<file path="src/rtl/ex_forward_ctrl.sv">
// Operand-forward select and load-use stall for EX; fwd_a/fwd_b/ex_valid_o registered (1 cycle after ID), stall combinational.
// No handshake: stall holds PC/IF/ID for exactly one cycle per load-use hazard while a bubble enters EX.
module ex_forward_ctrl #(
    parameter int REG_W = 5
) (
    input  logic             clk,
    input  logic             rst_n,
    input  logic             id_valid,
    input  logic [REG_W-1:0] id_rs,
    input  logic [REG_W-1:0] id_rt,
    input  logic             id_uses_rt,
    input  logic [REG_W-1:0] id_rd,
    input  logic             id_regwrite,
    input  logic             id_memread,
    input  logic             flush,
    output logic             stall,
    output logic [1:0]       fwd_a,
    output logic [1:0]       fwd_b,
    output logic             ex_valid_o
);

    typedef struct packed {
        logic             vld;
        logic [REG_W-1:0] rd;
        logic             regwrite;
        logic             memread;
    } ex_stage_t;

    typedef struct packed {
        logic             vld;
        logic [REG_W-1:0] rd;
        logic             regwrite;
    } mem_stage_t;

    localparam logic [1:0] SEL_RF  = 2'b00;
    localparam logic [1:0] SEL_WB  = 2'b01;
    localparam logic [1:0] SEL_MEM = 2'b10;

    ex_stage_t  ex_q,  ex_d;
    mem_stage_t mem_q, mem_d;
    logic [1:0] fwd_a_q, fwd_a_d;
    logic [1:0] fwd_b_q, fwd_b_d;

    logic ex_wr, mem_wr;
    logic ex_hit_rs, ex_hit_rt, mem_hit_rs, mem_hit_rt;
    logic load_use;
    logic take;

    always_comb begin
        ex_wr      = ex_q.vld  & ex_q.regwrite;
        mem_wr     = mem_q.vld & mem_q.regwrite;
        ex_hit_rs  = ex_wr  & (ex_q.rd  == id_rs) & (id_rs != '0);
        ex_hit_rt  = ex_wr  & (ex_q.rd  == id_rt) & (id_rt != '0) & id_uses_rt;
        mem_hit_rs = mem_wr & (mem_q.rd == id_rs) & (id_rs != '0);
        mem_hit_rt = mem_wr & (mem_q.rd == id_rt) & (id_rt != '0) & id_uses_rt;

        // A load in EX has no data until MEM completes, so a dependent decode must wait one cycle.
        load_use = ex_q.vld & ex_q.memread & (ex_q.rd != '0) &
                   ((ex_q.rd == id_rs) | (id_uses_rt & (ex_q.rd == id_rt)));
        stall    = id_valid & ~flush & load_use;
        take     = id_valid & ~flush & ~stall;
    end

    always_comb begin
        ex_d    = '0;
        fwd_a_d = SEL_RF;
        fwd_b_d = SEL_RF;
        mem_d   = '{vld: ex_q.vld, rd: ex_q.rd, regwrite: ex_q.regwrite};

        if (take) begin
            ex_d = '{vld: 1'b1, rd: id_rd, regwrite: id_regwrite, memread: id_memread};

            // Nearest producer wins: the EX producer is younger than the MEM one.
            if (ex_hit_rs)       fwd_a_d = SEL_MEM;
            else if (mem_hit_rs) fwd_a_d = SEL_WB;

            if (ex_hit_rt)       fwd_b_d = SEL_MEM;
            else if (mem_hit_rt) fwd_b_d = SEL_WB;
        end
    end

    always_ff @(posedge clk or negedge rst_n) begin
        if (!rst_n) begin
            ex_q    <= '0;
            mem_q   <= '0;
            fwd_a_q <= SEL_RF;
            fwd_b_q <= SEL_RF;
        end else begin
            ex_q    <= ex_d;
            mem_q   <= mem_d;
            fwd_a_q <= fwd_a_d;
            fwd_b_q <= fwd_b_d;
        end
    end

    assign fwd_a      = fwd_a_q;
    assign fwd_b      = fwd_b_q;
    assign ex_valid_o = ex_q.vld;

endmodule

</file>
<file path="config.mk">
export PLATFORM = sky130hd
export DESIGN_NAME = ex_forward_ctrl
export DESIGN_NICKNAME = d
export VERILOG_FILES = /design/src/rtl/ex_forward_ctrl.sv
export SDC_FILE = /design/constraint.sdc
export NUM_CORES = 1
export LEC_CHECK = 0
export BUFFER_PORTS_ARGS = -buffer_cell sky130_fd_sc_hd__buf_2
export CAP_MARGIN = 10
export CORE_MARGIN = 2
export CORE_UTILIZATION = 52
export DETAILED_ROUTE_END_ITERATION = 7
export PLACE_DENSITY = 0.81
export SLEW_MARGIN = 20
export SYNTH_ARGS = -nofsm -noshare
export SYNTH_HDL_FRONTEND = slang
export SYNTH_SLANG_ARGS = --single-unit
</file>
<file path="constraint.sdc">
create_clock -name clk -period 2.8 [get_ports clk]
set_input_delay 0.14 -clock clk [delete_from_list [all_inputs] [get_ports clk]]
set_output_delay 0.14 -clock clk [all_outputs]
set_load 0.05 [all_outputs]
</file>
==> impl_metrics.tcl <==
set metrics [dict create \
    overflow 0 \
    clock_path_buffers 2 \
    track_usage_pct 19.7 \
    seqPwrFrac_pct 59.2 \
    antenna_cells 0 \
    crit_arrival_ps 2360 \
    synth_cells 84 \
    finalSetupViolations 0 \
    area_growth_pct 21.7 \
    antenna_left 0 \
    top_usage_layer "met2" \
    cp-end-kind "output port" \
    globalplace.congestion 0.890 \
    tightest_slew_ps 419 \
    min_path_type "input pin to flip-flop" \
    yosys_warnings 0 \
    drive_above_1_share_pct 31.0 \
    reg2reg_setup_slack_ps 940 \
    root_buffer "clkbuf_4" \
    synthAdderAreaFrac_pct 0 \
    cts_buffers 3 \
    ys_seq_elements 19 \
    power_density_mw_per_mm2 448 \
    num_vias 712 \
    h-tree-depth 1 \
    clk_pin_slew_worst_paths_ps 100 \
    tns_ps 0 \
    cts_tree "done" \
    grt_pass1_wl_um 2840 \
    internal-power_mw 0.371 \
    met2_usage_pct 32.1 \
    p_leak_nw 0.557 \
    grt_setup_unrepaired "false" \
    synth-compound-area-share_pct 7.03 \
    min_period_over_period_pct 89.1 \
    use_met1_pct 23.4 \
    max_clock_freq_mhz 401 \
    ios 28 \
    ir_drop_mv 0.348 \
    clk_latency_ps 290 \
    cp_data_required_time_ps 2660 \
    row_count 15 \
    die_w_um 45.8 \
    hpwlAfterDp_um 1390 \
    worstSetupPathType "flip-flop to output port" \
    switching_share_pct 24.9 \
    synth_mux_area_share_pct 0 \
    via_per_inst 5.35 \
    syn_nets 106 \
    min_period_ps 2500 \
    nets 139 \
    p_comb_share_pct 14.0 \
    drtIter0Drc 5 \
    fp.coreArea_sq_mm 0.00169 \
    die-area_sq_mm 0.00209 \
    synth_area_per_cell_sq_um 10.8 \
    die_height_um 45.8 \
    max_slew_margin_pct 72.0 \
    grt_pass1_vias 694 \
    finClkSkew_ps 5.66 \
    syn_area_sq_um 907 \
    cap_violations 0 \
    io_buffers 27 \
    synth_simple_gate_area_share_pct 20.8 \
    run_status "completed" \
    grt_max_degree 20 \
    start_util_pct 53.7 \
    synth_top_family_by_area "simple AND/OR/NAND/NOR gates" \
    clock_sinks 19 \
    first_pass_iters 4 \
    met3_usage_pct 2.78 \
    power.switching_mw 0.123 \
    total_power_mw 0.494 \
    startpoint_type "flip-flop" \
    routed_wl_um 1790 \
    synth.distinct_cells 20 \
    slew_violations 0 \
    fill_cells 138 \
    antenna_found_initial 0 \
    worst-path-max-fanout 9 \
    cts_setup_buffers 0 \
    drc_errors 0 \
    power_frac_clock_pct 26.8 \
    synth_xor_area_share_pct 19.3 \
    yosysSeqAreaShare_pct 52.4 \
    hold_viol_final 0 \
    drt-wirelength-per-cell_um 13.5 \
]
==> per-stage QoR <==
step | instance area (sq um) | hold WS, ps | util (%) | std cells | setup WS [ps]
CTS | 1100 | 31.6 | 65.3 | 133 | 286
floorplan | 907 | -156 | - | 84 | 835
finish | 1100 | 41.1 | 65.3 | 133 | 304
global route | 1100 | 30.6 | 65.3 | 133 | 77.4
detailed placement | 1070 | 96.6 | 63.2 | 128 | 624
global placement | 1070 | 88.7 | 63.2 | 128 | 754
==> logic make-up after synthesis <==
logic type                Yosys count
buffers and inverters               1
AOI/OAI and AO/OA                   6
xor gates and xnor gates           20
DFF                                19
and+or+nand+nor                    38
==> Yosys cell counts (all sizes together) <==
| library cell | n | area, sq um |
|---|---|---|
| dfrtp | 19 | 475 |
| xor2 | 11 | 96.3 |
| nand2 | 10 | 37.5 |
| nor2 | 9 | 33.8 |
| xnor2 | 9 | 78.8 |
| nand3 | 4 | 20.0 |
| nor3 | 4 | 20.0 |
| or4 | 4 | 33.8 |
| nand4 | 3 | 18.8 |
| a21oi | 2 | 13.8 |
| nor2b | 2 | 12.5 |
| o21ai | 2 | 13.8 |
| a2111oi | 1 | 15.0 |
| and2 | 1 | 6.26 |
| clkbuf | 1 | 3.75 |
| nor4 | 1 | 6.26 |
| o211ai | 1 | 21.3 |
==> worst paths after layout <==
| path | from | end | depth (start not counted) |
|---|---|---|---|
| worst max-delay path | ex_q[2]$_DFF_PN0_ | stall | 6 |
| worst min-delay path | id_rd[0] | ex_q[2]$_DFF_PN0_ | 3 |
| worst max register to register | ex_q[2]$_DFF_PN0_ | ex_q[6]$_DFF_PN0_ | 5 |
| worst min register to register | ex_q[1]$_DFF_PN0_ | mem_q[0]$_DFF_PN0_ | 0 |
| max in group asynchronous | rst_n | mem_q[4]$_DFF_PN0_ | 2 |
| min in group asynchronous | rst_n | mem_q[0]$_DFF_PN0_ | 2 |
==> placed cells by master, fill, tap and decap left out, drive strengths merged <==
master | synthesis | layout
nor3 | 4 | 4
xor2 | 11 | 11
nor2b | 2 | 2
nor2 | 9 | 9
o211ai | 1 | 1
buf | 0 | 28
a2111oi | 1 | 1
dlygate4sd3 | 0 | 1
dfrtp | 19 | 19
clkbuf | 1 | 4
nand3 | 4 | 4
or4 | 4 | 4
nand2 | 10 | 10
a21oi | 2 | 2
nand4 | 3 | 3
nor4 | 1 | 1
o21ai | 2 | 2
and2 | 1 | 1
xnor2 | 9 | 9
==> cell type report <==
cell class                      count  area, sq um  area share [%]
Tap cell                           17         21.3            1.93
Timing Repair Buffer               29          153            13.8
Clock buffer                        4         26.3            2.38
Sequential cell                    19          475            43.1
Multi-Input combinational cell     64          428            38.8
==> what timing repair did <==
action,CTS,global route
hold endpoints to repair,19,0
gates resized for setup,0,0
hold buffers,1,0
==> power groups by stage <==
stage | combinational (mW) | clock, mW | sequential, mW
after detailed placement | 0.0680 | 0 | 0.298
after global routing | 0.0764 | 0.151 | 0.294
after floorplan | 0.0328 | 0 | 0.299
after global placement | 0.0665 | 0 | 0.297
after CTS | 0.0694 | 0.139 | 0.292
final | 0.0690 | 0.132 | 0.292
==> critical path, stage by stage (launching register included) <==
cell and delay (ps):
dfrtp_1 460, xor2_1 190, nor4_1 300, nand3_1 270
a21oi_2 400, and2_1 180, buf_2 250
==> metal layers <==
metal / share of wire (%) / vias to the layer above / routed length, um
li1: - / 351 / -
met1: 41 / 330 / 743
met2: 51 / 27 / 909
met3: 6.3 / 4 / 112
met4: 1.5 / 0 / 27
met5: 0 / - / 0
==> registers in the layout, summed over array words and instances (netlist names) <==
name and count:
fwd_b 2, fwd_a 2, mem_q 7, ex_q 7, ex_valid_o 1
Power figures use the tool's default switching activity.
